===== src/rtl/reg64_arb_pkg.sv =====
// reg64_arb_pkg: shared state type, defaults and round-robin pick helper for reg64_write_arbiter.
package reg64_arb_pkg;
    typedef enum logic {ARB_IDLE, ARB_BURST} arb_state_t;
    localparam int DATA_W_DEF = 64;
    localparam int BURST_MAX_DEF = 8;
    // Searching modulo 8 gives the same order as modulo NUM_REQ because unused request bits are zero.
    function automatic logic [2:0] rr_pick(input logic [7:0] req, input logic [2:0] ptr);
        logic [2:0] w;
        w = ptr;
        for (int i = 7; i >= 0; i--)
            if (req[3'(int'(ptr) + i)]) w = 3'(int'(ptr) + i);
        return w;
    endfunction
endpackage


===== src/rtl/rr_pick_comb.sv =====
// rr_pick_comb: round-robin winner search starting at ptr via rotate, priority-encode and unrotate.
module rr_pick_comb #(
    parameter int N = 4,
    parameter int IW = $clog2(N)
) (
    input  logic [N-1:0]  req,
    input  logic [IW-1:0] ptr,
    output logic [IW-1:0] idx
);
    logic [N-1:0]  rot;
    logic [IW-1:0] enc;
    logic [IW:0]   sum;
    assign rot = N'({req, req} >> ptr);
    always_comb begin
        enc = '0;
        for (int i = N - 1; i >= 0; i--) enc = rot[i] ? IW'(i) : enc;
    end
    assign sum = {1'b0, ptr} + {1'b0, enc};
    assign idx = sum >= (IW+1)'(N) ? IW'(sum - (IW+1)'(N)) : sum[IW-1:0];
endmodule


===== src/rtl/reg64_write_arbiter.sv =====
// reg64_write_arbiter: round-robin burst arbiter for the reg64 write port.
// Define REG64_ARB_PRIO0_EN to make requester 0 fixed high priority over a rotating 1..NUM_REQ-1.
module reg64_write_arbiter
    import reg64_arb_pkg::*;
#(
    parameter int NUM_REQ   = 4,
    parameter int DATA_W    = DATA_W_DEF,
    parameter int BURST_MAX = BURST_MAX_DEF,
    parameter int LEN_W     = $clog2(BURST_MAX + 1)
) (
    input  logic                      clk,
    input  logic                      reset,
    input  logic [NUM_REQ-1:0]        req,
    input  logic [NUM_REQ*LEN_W-1:0]  req_len,
    input  logic [NUM_REQ-1:0]        req_valid,
    input  logic [NUM_REQ*DATA_W-1:0] req_data,
    output logic [NUM_REQ-1:0]        gnt,
    output logic                      wea,
    output logic [DATA_W-1:0]         datain,
    output logic                      busy,
    output logic [NUM_REQ-1:0]        done
);
    localparam int IW = $clog2(NUM_REQ);
    arb_state_t state, state_n;
    logic [IW-1:0] rr_ptr, owner, pick, win, next_ptr;
    logic [LEN_W-1:0] beat_cnt, len_w, len_c;
    logic [NUM_REQ-1:0] pick_req;
    logic any, accept, last, finish, advance;
`ifdef REG64_ARB_PRIO0_EN
    assign pick_req = {req[NUM_REQ-1:1], 1'b0};
    assign win = req[0] ? '0 : pick;
    assign advance = owner != '0;
`else
    assign pick_req = req;
    assign win = pick;
    assign advance = 1'b1;
`endif
    rr_pick_comb #(.N(NUM_REQ)) u_pick (
        .req(pick_req),
        .ptr(rr_ptr),
        .idx(pick)
    );
    assign any = |req;
    assign len_w = req_len[win*LEN_W +: LEN_W];
    assign len_c = len_w == '0 ? LEN_W'(1) : len_w > LEN_W'(BURST_MAX) ? LEN_W'(BURST_MAX) : len_w;
    // The final beat is still written when req drops in the same cycle.
    assign accept = state == ARB_BURST && req_valid[owner] && (req[owner] || beat_cnt == LEN_W'(1));
    assign last = accept && beat_cnt == LEN_W'(1);
    assign finish = state == ARB_BURST && (last || !req[owner]);
    assign next_ptr = owner == IW'(NUM_REQ - 1) ? '0 : owner + 1'b1;
    always_ff @(posedge clk) state <= reset ? ARB_IDLE : state_n;
    always_comb state_n = state == ARB_IDLE ? (any ? ARB_BURST : ARB_IDLE) : (finish ? ARB_IDLE : ARB_BURST);
    always_comb busy = state == ARB_BURST;
    always_ff @(posedge clk) begin
        if (reset) begin
            gnt      <= '0;
            wea      <= 1'b0;
            datain   <= '0;
            done     <= '0;
            rr_ptr   <= '0;
            owner    <= '0;
            beat_cnt <= '0;
        end else begin
            wea  <= accept;
            done <= last ? NUM_REQ'(1) << owner : '0;
            if (accept) begin
                datain   <= req_data[owner*DATA_W +: DATA_W];
                beat_cnt <= beat_cnt - 1'b1;
            end
            if (state == ARB_IDLE && any) begin
                owner    <= win;
                beat_cnt <= len_c;
                gnt      <= NUM_REQ'(1) << win;
            end
            if (finish) begin
                gnt <= '0;
                if (advance) rr_ptr <= next_ptr;
            end
        end
    end
endmodule


===== config.mk =====
export PLATFORM = sky130hd
export DESIGN_NAME = reg64_write_arbiter
export DESIGN_NICKNAME = d
export VERILOG_FILES = /design/src/rtl/reg64_arb_pkg.sv /design/src/rtl/rr_pick_comb.sv /design/src/rtl/reg64_write_arbiter.sv
export SDC_FILE = /design/constraint.sdc
export NUM_CORES = 1
export LEC_CHECK = 0
export ABC_CLOCK_PERIOD_IN_PS = 3830
export BUFFER_PORTS_ARGS = -buffer_cell sky130_fd_sc_hd__buf_2
export CAP_MARGIN = 10
export CORE_ASPECT_RATIO = 1.4
export CORE_MARGIN = 2
export CORE_UTILIZATION = 25
export CTS_BUF_LIST = sky130_fd_sc_hd__clkbuf_4
export CTS_CLUSTER_DIAMETER = 200
export DETAILED_ROUTE_END_ITERATION = 16
export SETUP_SLACK_MARGIN = 0.3
export SLEW_MARGIN = 20
export SYNTH_ARGS = -nofsm -noshare
export SYNTH_HDL_FRONTEND = slang
export SYNTH_SLANG_ARGS = --single-unit

===== constraint.sdc =====
create_clock -name clk -period 3.83 [get_ports clk]
set_input_delay 0.9575 -clock clk [delete_from_list [all_inputs] [get_ports clk]]
set_output_delay 0.9575 -clock clk [all_outputs]
set_load 0.005 [all_outputs]

==> results of run 1 <==
==> synthesized netlist by cell type, types with 2 or more instances <==
library cell	count
a21oi_1	73
a32oi_1	2
buf_2	14
buf_4	5
buf_6	7
clkbuf_1	17
dfxtp_1	82
ha_1	4
inv_1	10
mux2_2	4
mux2i_1	4
mux4_2	65
nand2_1	139
nand2b_1	4
nand3_1	4
nor2_1	23
nor3_1	6
o211ai_1	2
o22ai_1	2
o32ai_1	3
or3_1	4
xnor2_1	2
xor2_1	2
==> metrics by stage <==
| stage | worst slack [ns] | area (sq um) | utilization (%) | power, mW |
|---|---|---|---|---|
| 2_1_floorplan | 0.713 | 4940 | - | 2.04 |
| 3_3_place_gp | 0.747 | 6850 | 35.5 | 2.44 |
| 3_5_place_dp | 0.735 | 6850 | 35.5 | 2.46 |
| 4_1_cts | 1.04 | 6970 | 36.1 | 2.97 |
| 5_1_grt | 0.933 | 6980 | 36.2 | 3.12 |
| 6_report | 1.11 | 6990 | 36.2 | 2.90 |
==> tightest hold or removal path, cell delays in order (launching register included) <==
cell and delay, ns:
dfxtp_1 0.33, nand2_1 0.05, a21oi_1 0.05
==> routing by layer <==
layer | wire [microns] | up-vias | track usage [%] | part of all wire [%]
met4 | 323 | 4 | 6.10 | 1.7
met2 | 9340 | 179 | 28.2 | 51
met1 | 7330 | 2501 | 19.9 | 40
met5 | 27 | - | 0 | 0.15
met3 | 1440 | 25 | 5.36 | 7.8
li1 | - | 2483 | - | -
==> sequential cells by signal, indices dropped and copies added (netlist names) <==
signal / flops
rr_ptr: 2
done: 4
beat_cnt: 4
owner: 2
gnt: 4
busy: 1
wea: 1
datain: 64
==> area by class of cell <==
class,instances,area (sq um)
Antenna cell,6,15.0
Sequential cell,82,1650
Clock inverter,7,51.3
Tap cell,248,310
Multi-Input combinational cell,365,3010
Timing Repair Buffer,363,1850
Clock buffer,9,67.6
Fill cell,1992,12300
Inverter,10,37.5
==> kinds of logic after synthesis <==
group | Yosys count
flip-flops | 82
AO/OA/AOI/OAI | 93
AND/OR/NAND/NOR | 190
buffers and inverters | 53
XOR/XNOR | 5
multiplexers | 73
adder cells (fa/ha/maj) | 4
==> where the power goes <==
part           leakage (nW)  total, mW  switching, mW  internal, mW
combinational          2.36       1.30          0.609         0.692
sequential            0.668       1.12          0.141         0.979
clock                0.0614      0.482          0.344         0.139
total                  3.09       2.90           1.09          1.81
==> worst paths after layout <==
path,cells after the start,slack [ns],end
min reg2reg,2,0.46,datain[50]
max,6,1.11,datain[3]
min,2,0.46,datain[50]
max reg2reg,6,1.11,datain[3]
==> results.md, run 1 <==
- 0 — number of flops mapped to enable cells by yosys
- no — RSZ-0062 raised after global routing
- 41.6% — Area growth syn-to-layout
- 4.22 ns — data required time of the worst path
- 3.09 nW — cell leakage power
- 355 — count of input and output buffers
- 4.76 — vias per std cell
- 0% — proportion of synthesized flip-flops having asynchronous set or reset
- 25.6% — initial cell density of the core
- 0 — hold violation total from the final report
- done — CTS tree
- 0.45 ns — worst skew pair latency
- 500 — Post-Syn Instances
- 53.8% — headroom to the max-slew limit
- 1.27% — post-synthesis share of cell area spent on xor and xnor gates
- 16.0% — Synth Area in Simple Gates
- flip-flop to flip-flop — critical path class
- flip-flop — CP Capture Type
- buf_2 — most common cell after layout, fill and taps aside
- 0.0193 sq mm — area inside the core boundary
- 0 — Setup Fix Bufs, Post-CTS
- dfxtp_1 (33%), mux4_2 (30%), nand2_1 (11%) — top post-synthesis cells by area
- 1.01% — adder-cell area share of the yosys netlist
- 0 ns — setup TNS after final layout
- completed — outcome
- 0.000267 V — Max VDD drop
- 0 — number of antenna-violating nets in the routed design
- 33.3% — sequential fraction of the synthesis area
- 45 — Netlist cell types
- 0 — final setup fails
- dfxtp_1 — most instantiated flip-flop cell in the synthesis netlist
- 0.56 ns — stage delay of the slowest cell on the critical path
- buf_4 — cell seen most often among critical-path stages
- 0 — post_cts resized
- 16.9 microns — Avg WL per Cell
- 0 — count of pins over their slew limit
- dfxtp_1 — post-synthesis cell type with the largest combined area
- 2 — number of buffers and inverters on the critical path
- 266 — number of DRC markers in iteration 0
- 57 — maximum number of pins on one net before global-route repair
- datain[50] — startpoint of the tightest hold check path
- 9 — number of CTS-inserted buffers
- 786 — Mapped Nets
- 82 — FF+latch count, synth
- 82 — number of clock sinks
- 18,500 microns — sum of routed wire length over all layers
- 1,117 — number of nets in the layout
- 4 — number of iterations in the first detailed-routing pass
- 38 — critical-path maximum fanout
- multiplexers — dominant combinational cell family by area after synthesis
- 33.3% — share of the synthesized area in the top cell type
- owner[1] — Critical path origin
- 71.1% — crit share post-route
- 4,906 — vias in the first global route
- 9 — number of antenna violations at the first check in global routing
- 415 mW/mm^2 — power per cell area
- 3 — maximum level of the CTS H-tree
- owner[1] — R2R Path Start
- flip-flop — Worst setup SP type
- 367 MHz — maximum achievable frequency
- 0.459 ns — hold slack
- 11.3% — fraction of the mapped netlist area in compound gates
- 1,090 — number of standard cells in the layout, taps in and fillers out
- 0 — # hold bufs at CTS
- 60 — std cell rows
- 0 — number of remaining DRC errors
- 55.0% — share of final-layout standard cells stronger than drive strength 1
- 31.4% — post-synthesis mux area share
- 0 — Remaining Overflow, GRT
- flip-flop to flip-flop — min-delay worst type
- buf_2 (354), nand2_1 (139), dfxtp_1 (80) — commonest cells after routing, fill and taps aside
- 0.0209 sq mm — die area
- buffers and inverters — critical path's top delay family
- 0 — maximum capacitance violations
- 0.14 ns — clock-pin slew on the worst setup and hold paths
- 123 microns — Die W
- 16.8% — overall track demand over capacity in global routing
- 2.72 ns — minimum clock period after layout
- 170 microns — vertical extent of the die
- 0.687 ns — Worst Max-Slew Pin Slew
- 0.00494 sq mm — mapped cell area
- 0.0211 ns — setup clock skew after layout
- 2 — maximum clock path buffer count
- a21oi_4 — slowest cell on the critical path
- 0.822 — routability-driven placement congestion ratio
- buf_4 > or3_4 > a21oi_4 > buf_4 > nand2_1 > a21oi_1 — cell chain of the critical path
- clkbuf_4 — clk root buf
- 9.87 sq um — synthesized area per cell
- 1,068 — Placed Cells
- 14,800 microns — DP HPWL
- 5,192 — via count
- 356 — Top-Level Pins
- 0 — number of synthesis warnings
- 26,600 microns — global-route wire length before repair
- 3.11 ns — Worst EP arrival
Power figures use the tool's default switching activity.
==> run 2, diff against run 1 <==
ABC_CLOCK_PERIOD_IN_PS = 2250   (was 3830)
clock period = 2.25 ns   (was 3.83 ns; I/O delays follow)
==> run 2 against run 1 <==
- the flow now finishes with violations (setup timing)
- fmax is 19% higher
- worst setup slack worse by 1.1 ns
- power is 93% higher
- combinational power increased by 100%
- final cell count rose by 2.4%
- hold slack worse by 0.091 ns
- global-route usage rose by 0.71 points
- utilization increased by 2.3 points
- critical endpoint is now beat_cnt[0]
- largest power group unchanged
==> results.md, run 2 (synthesis gave the netlist of run 1 again) <==
- 123 microns — Die W, unchanged
- 0.368 ns — hold slack, -0.0908 ns
- 20.6% — power share of the clock group, +4.0 points
- 0.39 ns — stage delay of the slowest cell on the critical path, -0.17 ns
- 356 — Top-Level Pins, unchanged
- 0.00165 sq mm — area used by sequential logic in the layout, +0.30%
- 50.6% — Area growth syn-to-layout
- 0 — count of pins over their slew limit, unchanged
- 25.6% — initial cell density of the core, unchanged
- 82 — number of clock sinks, unchanged
- 2.66 ns — Worst EP arrival, -0.45 ns
- clkbuf_4 — clk root buf
- done — CTS tree
- 0.00743 sq mm — final standard cell area without fillers, +6.3%
- 0 — Remaining Overflow, GRT, unchanged
- 0 — number of antenna-violating nets in the routed design, unchanged
- 0.00312 sq mm — multi-input logic area, +3.8%
- 19,100 microns — sum of routed wire length over all layers, +3.5%
- 3.31 nW — cell leakage power, +7.0%
- 0.0205 ns — setup clock skew after layout, -0.000676 ns
- 0.449 ns — Worst Max-Slew Pin Slew, -0.238 ns
- complete, but fails checks — outcome
- 0 — number of remaining DRC errors, unchanged
- 0.46 ns — worst skew pair latency, about the same
- 15,200 microns — DP HPWL, +3.3%
- 32.3% — portion of total power attributed to sequential cells, -6.3 points
- 0.00710 sq mm — placement-stage cell area, +3.6%
- buf_4 > a311oi_1 > o211ai_1 > ha_4 > mux2_2 > a211oi_2 > nor3_1 > a2111oi_2 — cell chain of the critical path
- flip-flop — Worst setup SP type
- 2 — maximum clock path buffer count, unchanged
- 4.79 — vias per std cell, +0.51%
- 355 — count of input and output buffers, unchanged
- 2,024 — number of filler instances in the final layout, +1.6%
- 40 — maximum number of pins on one net before global-route repair, -30%
- 170 microns — vertical extent of the die, unchanged
- 5,343 — via count, +2.9%
- flip-flop to flip-flop — critical path class
- dfxtp_4 — slowest cell on the critical path
- 1,144 — number of nets in the layout, +2.4%
- 60 — std cell rows, unchanged
- 0 — # hold bufs at CTS, unchanged
- buf_2 (355), nand2_1 (139), dfxtp_1 (78) — commonest cells after routing, fill and taps aside
- 2.29 ns — minimum clock period after layout, -0.434 ns
- 17.5% — overall track demand over capacity in global routing, +0.71 points
- 47.2% — portion of total power attributed to combinational logic, +2.4 points
- 1 — final setup fails, +1
- 5,200 — vias in the first global route, +6.0%
- 754 mW/mm^2 — power per cell area, +82%
- 7 — number of antenna violations at the first check in global routing, -2
- 214 — number of DRC markers in iteration 0, -20%
- 38.5% — final core area utilization, +2.3 points
- -0.04 ns — setup slack, reg-to-reg, -1.15 ns
- 1.95 mW — Switching Power, +78%
- 4 — number of iterations in the first detailed-routing pass, unchanged
- 0.15 ns — clock-pin slew on the worst setup and hold paths, about the same
- 0.0193 sq mm — area inside the core boundary, unchanged
- 1 — number of buffers and inverters on the critical path, -1
- yes — RSZ-0062 raised after global routing
- setup timing — violated checks
- 0.000355 V — Max VDD drop, +33%
- 9 — number of CTS-inserted buffers, unchanged
- 437 MHz — maximum achievable frequency, +19%
- datain — register name with the most flops
- -0.0378 ns — Worst Setup Slack, final, -1.15 ns
- 17.1 microns — Avg WL per Cell, +1.1%
- 102% — crit share post-route, +31 points
- 64 — max FFs per register, unchanged
- 0.800 — routability-driven placement congestion ratio, -2.8%
- 0 — hold violation total from the final report, unchanged
- 0 — maximum capacitance violations, unchanged
- 2.62 ns — data required time of the worst path, -1.60 ns
- flip-flop — CP Capture Type
- input port to flip-flop — min-delay worst type
- 3.65 mW — Int Pwr, +100%
- 34.8% — sw frac, -2.9 points
- 27,700 microns — global-route wire length before repair, +4.3%
- 0.0209 sq mm — die area, unchanged
- 5 — critical-path maximum fanout, -87%
- 3 — maximum level of the CTS H-tree, unchanged
- compound AO/OA/AOI/OAI gates — critical path's top delay family
- 70.1% — headroom to the max-slew limit, +16 points
- 58.4% — share of final-layout standard cells stronger than drive strength 1, +3.4 points
- buf_2 — most common cell after layout, fill and taps aside
run 2: cell types whose count changed in the layout (fill, tap and decap cells not counted), moves of 3 or more:
cell / previous run / this run
buf_4: 8 / 25
a21oi_1: 73 / 69
a21oi_2: 0 / 4
buf_12: 1 / 5
buf_6: 0 / 4
bufinv_16: 0 / 3
nand3_1: 4 / 1
nand3_2: 0 / 3
run 2: final timing paths:
kind                  to  cells past startpoint  startpoint
min reg2reg    datain[4]                      2   datain[4]
min             owner[0]                      2       reset
max reg2reg  beat_cnt[0]                      8   rr_ptr[0]
max          beat_cnt[0]                      8   rr_ptr[0]
run 2: area by class of cell:
| type | instances | share of cell area, % |
|---|---|---|
| Multi-Input combinational cell | 366 | 42.0 |
| Timing Repair Buffer | 389 | 28.4 |
| Sequential cell | 82 | 22.3 |
| Tap cell | 248 | 4.18 |
| Clock inverter | 6 | 1.50 |
| Clock buffer | 10 | 1.01 |
| Inverter | 10 | 0.505 |
| Antenna cell | 5 | 0.168 |
run 2: what timing repair did:
item                                    CTS  global route
resized for setup                         7            11
gates cloned                              0             1
endpoints found under the setup margin   74            56
setup buffers                             4             1
pin swaps                                 5            11
run 2: metal layers:
layer / global-route usage, % / part of all wire [%] / vias up
li1: - / - / 2535
met1: 20.1 / 38 / 2581
met2: 30.4 / 52 / 196
met3: 5.83 / 7.8 / 27
met4: 5.45 / 1.8 / 4
met5: 0 / 0.16 / -
run 2: per-stage QoR:
stage / total power [mW] / setup slack [ns] / TNS, ns / std cells
final: 5.61 / -0.0378 / -0.0378 / 1116
after global routing: 6.00 / -0.179 / -0.381 / 1113
after CTS: 5.66 / -0.0513 / -0.0513 / 1109
after detailed placement: 4.38 / -0.431 / -5.56 / 1089
after global placement: 4.34 / -0.373 / -3.85 / 1089
after floorplan: 3.53 / -0.323 / -0.851 / 500
run 2: power groups by stage:
stage	registers, mW	logic, mW	clock network [mW]
2_1_floorplan	1.83	1.71	0
3_3_place_gp	1.83	2.51	0
3_5_place_dp	1.84	2.54	0
4_1_cts	1.81	2.63	1.22
5_1_grt	1.84	2.89	1.27
6_report	1.81	2.64	1.15
==> run 3, diff against run 2 <==
SKIP_LAST_GASP = 1   (was not set)
==> run 3 against run 2 <==
- the flow still finishes with violations (setup timing)
- clock skew fell by 0.0016 ns
- utilization is 0.15 points lower
- global-route usage barely moved
- fmax rose by 0.57%
- via count decreased by 0.47%
- critical path type unchanged
- critical endpoint unchanged
- largest power group unchanged
==> results.md, run 3 (synthesis gave the netlist of run 1 again) <==
- 17.1 microns — Avg WL per Cell, -0.18%
- yes — RSZ-0062 raised after global routing
- 0.46 ns — worst skew pair latency, about the same
- 50.0% — Area growth syn-to-layout
- 0 — maximum capacitance violations, unchanged
- 0 — number of remaining DRC errors, unchanged
- 9 — number of CTS-inserted buffers, unchanged
- 1,115 — number of standard cells in the layout, taps in and fillers out, -0.090%
- dfxtp_4 — slowest cell on the critical path
- 2 — maximum clock path buffer count, unchanged
- 355 — count of input and output buffers, unchanged
- -0.02 ns — setup slack, reg-to-reg, about the same
- 64 — max FFs per register, unchanged
- flip-flop to flip-flop — critical path class
- 440 MHz — maximum achievable frequency, +0.57%
- 170 microns — vertical extent of the die, unchanged
- 0 — hold violation total from the final report, unchanged
- 5,202 — vias in the first global route, +0.038%
- 123 microns — Die W, unchanged
- 0.00310 sq mm — multi-input logic area, -0.56%
- -0.0249 ns — Worst Setup Slack, final, +0.0129 ns
- 0.15 ns — clock-pin slew on the worst setup and hold paths, about the same
- flip-flop — Worst setup SP type
- 2.62 ns — data required time of the worst path, about the same
- 0.0193 sq mm — area inside the core boundary, unchanged
- 0.0209 sq mm — die area, unchanged
- 1 — number of buffers and inverters on the critical path, unchanged
- done — CTS tree
- 25.6% — initial cell density of the core, unchanged
- 57.9% — share of final-layout standard cells stronger than drive strength 1, -0.51 points
- 2,025 — number of filler instances in the final layout, +0.049%
- input port to flip-flop — min-delay worst type
- 1,089 — Placed Cells, unchanged
- 60 — std cell rows, unchanged
- 3.30 nW — cell leakage power, -0.22%
- complete, but fails checks — outcome
- buf_2 — most common cell after layout, fill and taps aside
- 5.57 mW — Total Power Consumption, -0.71%
- 0 — number of antenna-violating nets in the routed design, unchanged
- 19,100 microns — sum of routed wire length over all layers, -0.27%
- 4 — number of iterations in the first detailed-routing pass, unchanged
- 82 — number of clock sinks, unchanged
- 20.1% — GR Layer Usage met1, unchanged
- clkbuf_4 — clk root buf
- 0.800 — routability-driven placement congestion ratio, unchanged
- 2.27 ns — minimum clock period after layout, -0.0129 ns
- 227 — number of DRC markers in iteration 0, +6.1%
- 1,143 — number of nets in the layout, -0.087%
- met2 — layer with the highest usage after global routing
- 0.449 ns — Worst Max-Slew Pin Slew, +0.0000603 ns
- 356 — Top-Level Pins, unchanged
- buf_2 (355), nand2_1 (139), dfxtp_1 (78) — commonest cells after routing, fill and taps aside
- compound AO/OA/AOI/OAI gates — critical path's top delay family
- 0 — Remaining Overflow, GRT, unchanged
- 70.1% — headroom to the max-slew limit, about the same
- flip-flop — CP Capture Type
- 0.0189 ns — setup clock skew after layout, -0.00157 ns
- buf_4 > a311oi_1 > o211ai_1 > ha_4 > mux2_2 > a211oi_2 > nor3_1 > a2111oi_2 — cell chain of the critical path
- 40 — maximum number of pins on one net before global-route repair, unchanged
- 2.64 ns — Worst EP arrival, -0.02 ns
- 0 — count of pins over their slew limit, unchanged
- 3 — maximum level of the CTS H-tree, unchanged
- 7 — number of antenna violations at the first check in global routing, unchanged
- 0.39 ns — stage delay of the slowest cell on the critical path, about the same
- 5.83% — met3 Usage GRT, unchanged
- 5 — critical-path maximum fanout, unchanged
- 0 — # hold bufs at CTS, unchanged
- datain — register name with the most flops
- 752 mW/mm^2 — power per cell area, -0.33%
- 30.4% — grt met2 use, about the same
- 5,318 — via count, -0.47%
- 27,700 microns — global-route wire length before repair, about the same
- 15,200 microns — DP HPWL, unchanged
- 4.77 — vias per std cell, -0.38%
- 0.00165 sq mm — area used by sequential logic in the layout, unchanged
- 17.5% — overall track demand over capacity in global routing, about the same
- 0.000355 V — Max VDD drop, about the same
- 101% — crit share post-route, -0.57 points
- 1 — final setup fails, unchanged
- setup timing — violated checks
## run 3: where the power goes
group	switching, mW	internal [mW]	total (mW)	leakage, nW
combinational	1.22	1.39	2.61	2.53
sequential	0.141	1.67	1.81	0.669
clock	0.570	0.581	1.15	0.102
## run 3: layout make-up
class	count	area share (%)
Antenna cell	5	0.169
Sequential cell	82	22.3
Inverter	10	0.507
Clock buffer	10	1.01
Multi-Input combinational cell	366	41.9
Tap cell	248	4.19
Clock inverter	6	1.50
Timing Repair Buffer	388	28.3
## run 3: repair_timing
item | in CTS | in global routing
gates resized for setup | 6 | 7
gates cloned | 0 | 1
pin swaps | 5 | 8
buffers inserted | 4 | 0
setup endpoints to repair | 74 | 56
## run 3: final timing paths
kind	start	endpoint	cells after the start
min reg2reg	datain[4]	datain[4]	2
max	rr_ptr[0]	beat_cnt[0]	8
min	reset	owner[0]	2
max reg2reg	rr_ptr[0]	beat_cnt[0]	8
## run 3: worst reg2reg max path: cells and delay by family (launching register included)
family          cells  cell delay, ns
mux                 1            0.36
buf+inv             1            0.14
compound gates      4            0.89
flops               1            0.39
simple gates        1            0.07
fa+ha+maj           1            0.33
## run 3: through the flow
step                utilization [%]  setup slack [ns]  cell area [sq um]  hold WS [ns]  TNS (ns)
global route                   38.3            -0.180               7400         0.323    -0.291
CTS                            38.1           -0.0513               7350         0.327   -0.0513
floorplan                         -            -0.323               4990         0.448    -0.851
detailed placement             36.8            -0.431               7100         0.443     -5.56
finish                         38.4           -0.0249               7400         0.366   -0.0249
global placement               36.8            -0.373               7100         0.439     -3.85
## run 3: metal layers
layer	up-vias	routed length (microns)
li1	2531	-
met1	2576	7310
met2	180	9920
met3	27	1450
met4	4	348
met5	-	30
